==> src/rtl/ram8_pkg.sv <==
// ============================================================================
//  Module   : ram8_pkg
//  Purpose  : Shared word width and sizing helpers for the Hack memory stack
//  Revision : 1.0
// ============================================================================
`timescale 1ns/1ps
`default_nettype none

package ram8_pkg;

    localparam int WORD_WIDTH      = 16;
    localparam int RAM8_ADDR_WIDTH = 3;
    localparam int RAM8_DEPTH      = 8;

    // A bank is only fully decoded when every address code selects a word.
    function automatic bit depth_matches(input int depth, input int addr_width);
        return depth == (1 << addr_width);
    endfunction

endpackage

`default_nettype wire

==> src/rtl/dff.sv <==
// ============================================================================
//  Module   : dff
//  Purpose  : Single-bit clocked storage element with async active-low clear
//  Revision : 1.0
// ============================================================================
`timescale 1ns/1ps
`default_nettype none

module dff (
    input  logic clock,
    input  logic reset_n,
    input  logic d_i,
    output logic q_o
);

    logic bit_q;

    always_ff @(posedge clock or negedge reset_n) begin
        if (!reset_n) begin
            bit_q <= 1'b0;
        end else begin
            bit_q <= d_i;
        end
    end

    assign q_o = bit_q;

endmodule

`default_nettype wire

==> src/rtl/word_register.sv <==
// ============================================================================
//  Module   : word_register
//  Purpose  : WIDTH-bit register built from dff cells with a per-bit load mux
//  Revision : 1.0
// ============================================================================
`timescale 1ns/1ps
`default_nettype none

module word_register
    import ram8_pkg::*;
#(
    parameter int WIDTH = WORD_WIDTH
) (
    input  logic             clock,
    input  logic             reset_n,
    input  logic [WIDTH-1:0] in,
    input  logic             load,
    output logic [WIDTH-1:0] out
);

    logic [WIDTH-1:0] word_d;

    // Holding is done by recirculating each bit, so the dff itself has no enable.
    for (genvar i = 0; i < WIDTH; i++) begin : g_bit
        assign word_d[i] = load ? in[i] : out[i];

        dff u_dff (
            .clock   (clock),
            .reset_n (reset_n),
            .d_i     (word_d[i]),
            .q_o     (out[i])
        );
    end

endmodule

`default_nettype wire

==> src/rtl/ram8.sv <==
// ============================================================================
//  Module   : ram8
//  Purpose  : Eight-word bank: combinational read, clocked write, async clear
//  Revision : 1.0
// ============================================================================
`timescale 1ns/1ps
`default_nettype none

module ram8
    import ram8_pkg::*;
#(
    parameter int WIDTH      = WORD_WIDTH,
    parameter int ADDR_WIDTH = RAM8_ADDR_WIDTH,
    parameter int DEPTH      = RAM8_DEPTH
) (
    input  logic                  clock,
    input  logic                  reset_n,
    input  logic [WIDTH-1:0]      in,
    input  logic                  load,
    input  logic [ADDR_WIDTH-1:0] address,
    output logic [WIDTH-1:0]      out
);

    if (!depth_matches(DEPTH, ADDR_WIDTH)) begin : g_bad_depth
        $fatal(1, "ram8: DEPTH must equal 2**ADDR_WIDTH");
    end

    logic [DEPTH-1:0] word_load;
    logic [WIDTH-1:0] word_out [DEPTH];

    for (genvar k = 0; k < DEPTH; k++) begin : g_word
        assign word_load[k] = load && (address == ADDR_WIDTH'(k));

        word_register #(
            .WIDTH (WIDTH)
        ) u_word (
            .clock   (clock),
            .reset_n (reset_n),
            .in      (in),
            .load    (word_load[k]),
            .out     (word_out[k])
        );
    end

    // Full decode means address always lands on a real word.
    assign out = word_out[address];

endmodule

`default_nettype wire

==> config.mk <==
export PLATFORM = sky130hd
export DESIGN_NAME = ram8
export DESIGN_NICKNAME = d
export VERILOG_FILES = /design/src/rtl/ram8_pkg.sv /design/src/rtl/dff.sv /design/src/rtl/word_register.sv /design/src/rtl/ram8.sv
export SDC_FILE = /design/constraint.sdc
export NUM_CORES = 1
export LEC_CHECK = 0
export BUFFER_PORTS_ARGS = -buffer_cell sky130_fd_sc_hd__buf_2
export CORE_MARGIN = 5
export CORE_UTILIZATION = 50
export CTS_BUF_LIST = sky130_fd_sc_hd__clkbuf_8
export CTS_CLUSTER_DIAMETER = 40
export DETAILED_ROUTE_END_ITERATION = 8
export GPL_ROUTABILITY_DRIVEN = 0
export PLACE_DENSITY = 0.68
export SLEW_MARGIN = 10
export SYNTH_ARGS = -nofsm -noshare
export SYNTH_HDL_FRONTEND = slang
export SYNTH_SLANG_ARGS = --single-unit
export TNS_END_PERCENT = 30
==> constraint.sdc <==
create_clock -name clock -period 3.4 [get_ports clock]
set_input_delay 0.34 -clock clock [delete_from_list [all_inputs] [get_ports clock]]
set_output_delay 0.34 -clock clock [all_outputs]
set_load 0.02 [all_outputs]
== After elaboration in Yosys (flattened, before gate mapping) ==
Index checks and enable logic that the tools add are counted.

* Magnitude comparators: 1
* Equality and inequality tests: 7
* Mux-type cells: 3
* Bitwise operators: 1
* Reduce and logical (&&, ||, !) cells: 9

{| class="wikitable"
|+ Operator list
! cell !! number
|-
| $bmux W16 S3 || 1
|-
| $mux W16 || 2
|-
| $eq A3 B3 Y1 const B || 4
|-
| $logic_and A1 B1 Y1 || 8
|-
| $eq A3 B2 Y1 const B || 2
|-
| $ge A4 B4 Y1 const B || 1
|-
| $not A3 Y4 || 1
|-
| $eq A3 B1 Y1 const B || 1
|-
| $logic_not A3 Y1 || 1
|}

* Register bits: 128
* Input bits: 22
* Output and inout port bits: 16
* Logic and storage cells: 149

== Logic depth before layout (Yosys ltp) ==
Gate-level depths: netlist (run 1).

* Word-level depth: 4
* Gate-level depth with buffers: 5
* Depth with buffers taken out: 2

== By module ==
Synthesis (run 1) repeated with hierarchy kept, for this count alone.

* Cells, all modules: 393
* Area, all modules: 6344.8 µm²

{| class="wikitable"
|+ By module, submodules not included
! module !! times used !! cells each !! area an instance (µm²) !! sequential area each (µm²)
|-
| dff || 128 || 1 || 25.0 || 25.0
|-
| word_register || 8 || 18 || 249.0 || 0.0
|-
| ram8 || 1 || 121 || 1149.9 || 0.0
|}

== Worst setup path before layout (run 1) ==
OpenSTA, ideal clock, no wires.

* Path type: input to output
* Start: input port address[1]
* End: output port out[0]
* Arrival time: 1496 ps
* Data required time: 3060 ps
* Path slack: 1564 ps
* Stages: 4
* Path buffers: 2
* Cell sequence: buf_6 -> buf_6 -> mux4_1 -> mux2_2

* Cells in the longest elaborated chain, start to end: 4

{| class="wikitable"
|+ RTL lines
! element !! line !! text
|-
| start: declaration || ram8.sv:20 || <nowiki>input logic [ADDR_WIDTH-1:0] address,</nowiki>
|-
| $not A3 Y4 (implied by the code) || ram8.sv:46 || <nowiki>assign out = word_out[address];</nowiki>
|-
| $bmux W16 S3 || ram8.sv:46 ||
|-
| $mux W16 (implied by the code) (2 in series) || ram8.sv:46 ||
|-
| end: declaration || ram8.sv:21 || <nowiki>output logic [WIDTH-1:0] out</nowiki>
|}

No other way between the ends. The select of a mux whose other input is x is not followed.

== Final worst setup path (run 1) ==
* Start: input port address[1]
* End: output port out[11]

Same word-level chain as after synthesis.

==> flow_summary.toml, run 1 <==
[status]
outcome = "finished clean"

[clock_network]
clock-sinks = 128
clk_latency_ns = 0.44
numCtsBuffers = 17
post-cts-setup-buffer-count = 0
cts_tree = "yes"
clockBufferDepth = 2
clockRootBuffer = "sky130_fd_sc_hd__clkbuf_8"
cts.reportedPaths.clkPinSlew_ns = 0.07
h-tree-depth = 4
cts_resized = 0

[pwr]
pwr_density_cell_mw_per_mm2 = 625
vdd_drop_max_v = 0.000605
static-leakage-power_nw = 2.92
total_power_mw = 4.15

[floorplan]
core.rowCount = 39
die-area_mm2 = 0.0142
die_x_um = 119
floorplan.core_area_mm2 = 0.0115
num_io_pins = 38
die_span_y_um = 119
initial_core_util = 0.516

[min_path]
hp-class = "input port to flip-flop"

[synthesis]
synth.area.mux_share = 0.405
synth_top_cell_by_area = "sky130_fd_sc_hd__dfrtp_1"
synth-adder-area-share = 0
synth_compound_area_frac = 0
synth-warning-count = 0
synth-simple-area-share = 0.0255
synth_xor_area_frac = 0
synthDistinctLibCells = 13
synth_fp_nets = 356
yosysTopAreaCellShare = 0.539
main_combinational_cell_family_by_area_after_synthesis = "multiplexers"
synth-seq-area-share = 0.539
synth_seq_cells = 128
netlist_instances = 334
syn_area_per_cell_um2 = 17.8
mappedNetlistArea_mm2 = 0.00595
cell_types_with_the_largest_area_share_after_synthesis = "sky130_fd_sc_hd__dfrtp_1 54%, sky130_fd_sc_hd__mux2_2 27%, sky130_fd_sc_hd__mux4_1 8.0%, sky130_fd_sc_hd__mux4_2 5.3%, sky130_fd_sc_hd__buf_6 1.7%"

[setup_path]
worst_setup_path_category = "input port to primary output"
setup.worst_path.start_class = "input port"
cp_data_arrival_time_ns = 2.24
worst_setup_path_end_kind = "primary output"
critPathMaxFanout = 25
required_ns = 3.06

[layout]
nets = 399
postLayoutCellArea_mm2 = 0.00663
fin_util = 0.576
largest_register_ffs = 128
num_antenna_cells = 0
layout_area_overhead_pct = 11.6
final.fill_count = 910
post_route_cells_drive_above_1_share = 0.612

[drt]
drc_violation_count_after_routing = 0
post_drt_via_cell_ratio = 5.86
route.detailed.wl_per_inst_um = 21.5
postRouteWirelength_mm = 11.4
route.antenna.remaining_nets = 0
drtPass1Iterations = 4
vias = 3108
drtIter0Drc = 152

[timing]
fin_tns_setup_ns = 0
grt_setup_unrepaired = "no"
slew-limit-headroom = 0.444
timing.fmax_mhz = 387
timing_worst_slew_pin_value_ns = 0.833
slew_viol_final = 0
final_hold_viol_count = 0
setup-violations-final = 0
finalClockSkew_ns = 0
min_period_ns = 2.58
fin_crit_sh = 0.760

[grt]
grt_antenna_before_repair = 0
grt_first_pass_wirelength_mm = 18.6
global_route.usage.total = 0.173
pin_count_of_the_biggest_net_entering_global_routing = 77
overflow = 0
vias_in_the_first_global_route = 3335

[run]
drv.max_cap_violation_count = 0

[placement]
placed_area_mm2 = 0.00623
place.port_buffers = 37
place.detailed.hpwl_mm = 6.76
what timing repair did:
action                                 in CTS  in global routing
setup endpoints to repair                   0                  0
endpoints found under the hold margin      52                  0
hold buffers                                1                  0
critical path: stages:
cell and delay, ns:
sky130_fd_sc_hd__buf_2 0.62, sky130_fd_sc_hd__buf_4 0.28, sky130_fd_sc_hd__mux4_1 0.55, sky130_fd_sc_hd__mux2_2 0.27, sky130_fd_sc_hd__buf_2 0.16
routing by layer:
layer	global-route usage	vias up	share of wire
li1	-	1381	-
met1	0.230	1671	0.46
met2	0.277	45	0.49
met3	0.0517	11	0.032
met4	0.0565	0	0.013
met5	0	-	0
cell families after synthesis:
kind of cell	Yosys count
and+or+nand+nor	8
DFF	128
muxes	176
buffers and inverters	22
synth_stat cells (all sizes together):
| cell | n |
|---|---|
| mux4 | 32 |
| dfrtp | 128 |
| and4bb | 2 |
| nand4b | 3 |
| buf | 22 |
| nor4b | 1 |
| nor4bb | 1 |
| nand4 | 1 |
| mux2 | 144 |
power breakdown:
| part | switching (mW) | internal, mW | total, mW | leakage [nW] |
|---|---|---|---|---|
| Clock | 0.554 | 0.760 | 1.31 | 0.212 |
| Combinational | 0.321 | 0.498 | 0.819 | 1.17 |
| Sequential | 0.154 | 1.86 | 2.01 | 1.54 |
cells in the final DEF (no fill, tap or decap), drive strengths merged:
cell         netlist  routed
clkinv             0       4
nor4bb             1       1
nand4b             3       3
buf               22      45
mux4              32      32
clkbuf             0      20
nand4              1       1
bufinv             0       3
and4bb             2       2
dfrtp            128     128
nor4b              1       1
mux2             144     144
dlygate4sd3        0       1
inv                0       2
cell type report:
| cell class | instances | area [um^2] | share of cell area |
|---|---|---|---|
| Timing Repair Buffer | 46 | 283 | 0.0426 |
| Clock inverter | 9 | 118 | 0.0177 |
| Clock buffer | 20 | 275 | 0.0415 |
| Multi-Input combinational cell | 184 | 2580 | 0.388 |
| Tap cell | 143 | 179 | 0.0270 |
| Sequential cell | 128 | 3200 | 0.483 |
worst paths after layout:
kind	from	endpoint	slack, ns	cells past startpoint
worst max-delay path	address[1]	out[11]	0.82	5
max in group asynchronous	reset_n	g_word[2].u_word.g_bit[0].u_dff.q_o	2.05	3
worst max register to register	g_word[7].u_word.g_bit[10].u_dff.q_o	g_word[7].u_word.g_bit[10].u_dff.q_o	2.62	1
worst min-delay path	in[12]	g_word[5].u_word.g_bit[12].u_dff.q_o	0.23	2
worst min register to register	g_word[5].u_word.g_bit[12].u_dff.q_o	g_word[5].u_word.g_bit[12].u_dff.q_o	0.49	1
min in group asynchronous	reset_n	g_word[2].u_word.g_bit[15].u_dff.q_o	0.48	2
stage by stage:
stage                     setup slack [ns]  hold WS [ns]  instances
after global routing                 0.698         0.212        530
after CTS                            0.791         0.201        530
final                                0.816         0.227        530
after floorplan                       1.56        0.0444        334
after global placement               0.815         0.426        500
after detailed placement             0.807         0.440        500
Power figures use the tool's default switching activity.
==> run 2: changes to the inputs <==
==> constraint.sdc (replaced) <==
create_clock -name clock -period 2.45 [get_ports clock]
set_input_delay 0.245 -clock clock [delete_from_list [all_inputs] [get_ports clock]]
set_output_delay 0.245 -clock clock [all_outputs]
set_load 0.02 [all_outputs]
==> run 2 against run 1 <==
  * Via count is 2.9% higher
  * Combinational power rose by 40%
  * Worst setup slack lost 0.41 ns
  * Largest power group unchanged
  * Clock skew unchanged
  * Wire length increased by 2.1%
  * Critical path type unchanged
  * First-iteration DRC count is 11% higher
  * Hold slack got worse by 0.093 ns
==> flow_summary.toml, run 2 (same netlist as run 1, synthesis figures left out) <==
[status]
outcome = "finished clean"

[grt]
grt_antenna_before_repair = 0
global_route.usage.total = 0.182
grt_first_pass_wirelength_mm = 19.8
pin_count_of_the_biggest_net_entering_global_routing = 47
vias_in_the_first_global_route = 3544
overflow = 0

[setup_path]
cp_data_arrival_time_ns = 1.80
setup.worst_path.start_class = "input port"
worstReg2RegEnd = "g_word[5].u_word.g_bit[12].u_dff.q_o"
worst_setup_path_end_kind = "primary output"
required_ns = 2.20
worst_r2r_path_depth = 1
worst_setup_path_category = "input port to primary output"
timing.reg2reg.setup_slack_ns = 1.67
critPathMaxFanout = 20
r2r_start = "g_word[5].u_word.g_bit[12].u_dff.q_o"

[drt]
drtPass1Iterations = 5
route.antenna.remaining_nets = 0
drtIter0Drc = 169
postRouteWirelength_mm = 11.6
drc_violation_count_after_routing = 0
post_drt_via_cell_ratio = 5.94
route.detailed.wl_per_inst_um = 21.6
vias = 3198

[layout]
num_antenna_cells = 0
layout_area_overhead_pct = 13.0
layout_commonest_cell = "sky130_fd_sc_hd__mux2_2"
fin_util = 0.583
nets = 406
post_route_cells_drive_above_1_share = 0.615
largest_register_ffs = 128
leading_cell_types_in_the_layout_fill_and_taps_excluded = "143 x sky130_fd_sc_hd__mux2_2, 128 x sky130_fd_sc_hd__dfrtp_1, 36 x sky130_fd_sc_hd__buf_2"
final.fill_count = 885

[floorplan]
core.rowCount = 39
die_x_um = 119
initial_core_util = 0.516
die_span_y_um = 119
num_io_pins = 38
floorplan.core_area_mm2 = 0.0115
die-area_mm2 = 0.0142

[timing]
setup-violations-final = 0
grt_setup_unrepaired = "no"
slew-limit-headroom = 0.594
final_hold_viol_count = 0
finalClockSkew_ns = 0
timing_worst_slew_pin_value_ns = 0.609
timing.fmax_mhz = 490
fin_tns_setup_ns = 0
slew_viol_final = 0
min_period_ns = 2.04
fin_crit_sh = 0.834

[clock_network]
cts_tree = "yes"
h-tree-depth = 4
cts.reportedPaths.clkPinSlew_ns = 0.07
clk_latency_ns = 0.43
cts_resized = 0
cts-hold-fix-buffers = 1
clockBufferDepth = 2
post-cts-setup-buffer-count = 0
numCtsBuffers = 17
clock-sinks = 128
clockRootBuffer = "sky130_fd_sc_hd__clkbuf_8"

[min_path]
holdPathStages = 2
hp-class = "input port to flip-flop"
min_delay_worst_endpoint = "g_word[6].u_word.g_bit[9].u_dff.q_o"
hold_path_startpoint = "in[9]"

[pwr]
static-leakage-power_nw = 2.97
vdd_drop_max_v = 0.000438
pwr_density_cell_mw_per_mm2 = 855

[placement]
place.port_buffers = 37
place.detailed.hpwl_mm = 7.38

[run]
drv.max_cap_violation_count = 0
## run 2: changes by cell type in the layout (fill, tap and decap cells not counted)
| cell | delta |
|---|---|
| sky130_fd_sc_hd__buf_12 | +3 |
| sky130_fd_sc_hd__buf_4 | +4 |
| sky130_fd_sc_hd__clkbuf_8 | -1 |
| sky130_fd_sc_hd__inv_1 | +2 |
## run 2: worst max-delay path by stage
stage,startpoint,to,slack (ns),cells past startpoint
final,address[2],out[7],0.41,5
after global routing,address[2],out[7],0.33,5
after CTS,address[2],out[7],0.38,5
after detailed placement,address[2],out[7],0.38,5
after global placement,address[2],out[7],0.41,5
after floorplan,address[1],out[0],0.80,4
## run 2: power by group
group          total [mW]  internal (mW)  switching (mW)
logic                1.15          0.701           0.448
clock network        1.79           1.03           0.768
registers            2.80           2.58           0.221
## run 2: layer usage
metal  up-vias  wire, um  GRT usage
met4         0       198     0.0782
met1      1731      5200      0.240
met2        57      5890      0.288
li1       1392         -          -
met3        18       358     0.0445
met5         -         0          0
## run 2: area by class of cell
type / instances / area (um^2) / share of cell area
repair buffers: 53 / 373 / 0.0555
well taps: 143 / 179 / 0.0266
multi-input cells: 184 / 2580 / 0.383
flip-flops and latches: 128 / 3200 / 0.477
clock buffers: 19 / 262 / 0.0389
clock inverters: 11 / 125 / 0.0186
## run 2: metrics by stage
| step | instance area (um^2) | power, mW | hold WS [ns] | setup WS [ns] | cells |
|---|---|---|---|---|---|
| after floorplan | 5950 | 3.64 | -0.0506 | 0.804 | 334 |
| final | 6720 | 5.74 | 0.134 | 0.407 | 538 |
| after detailed placement | 6320 | 4.01 | 0.264 | 0.380 | 507 |
| after global routing | 6720 | 6.05 | 0.121 | 0.328 | 538 |
| after CTS | 6720 | 5.82 | 0.104 | 0.376 | 538 |
| after global placement | 6320 | 3.94 | 0.262 | 0.415 | 507 |
## run 2: critical path, cell delays in order
cell	delay [ns]
sky130_fd_sc_hd__buf_2	0.48
sky130_fd_sc_hd__buf_4	0.30
sky130_fd_sc_hd__mux4_2	0.31
sky130_fd_sc_hd__mux2_2	0.29
sky130_fd_sc_hd__buf_2	0.16
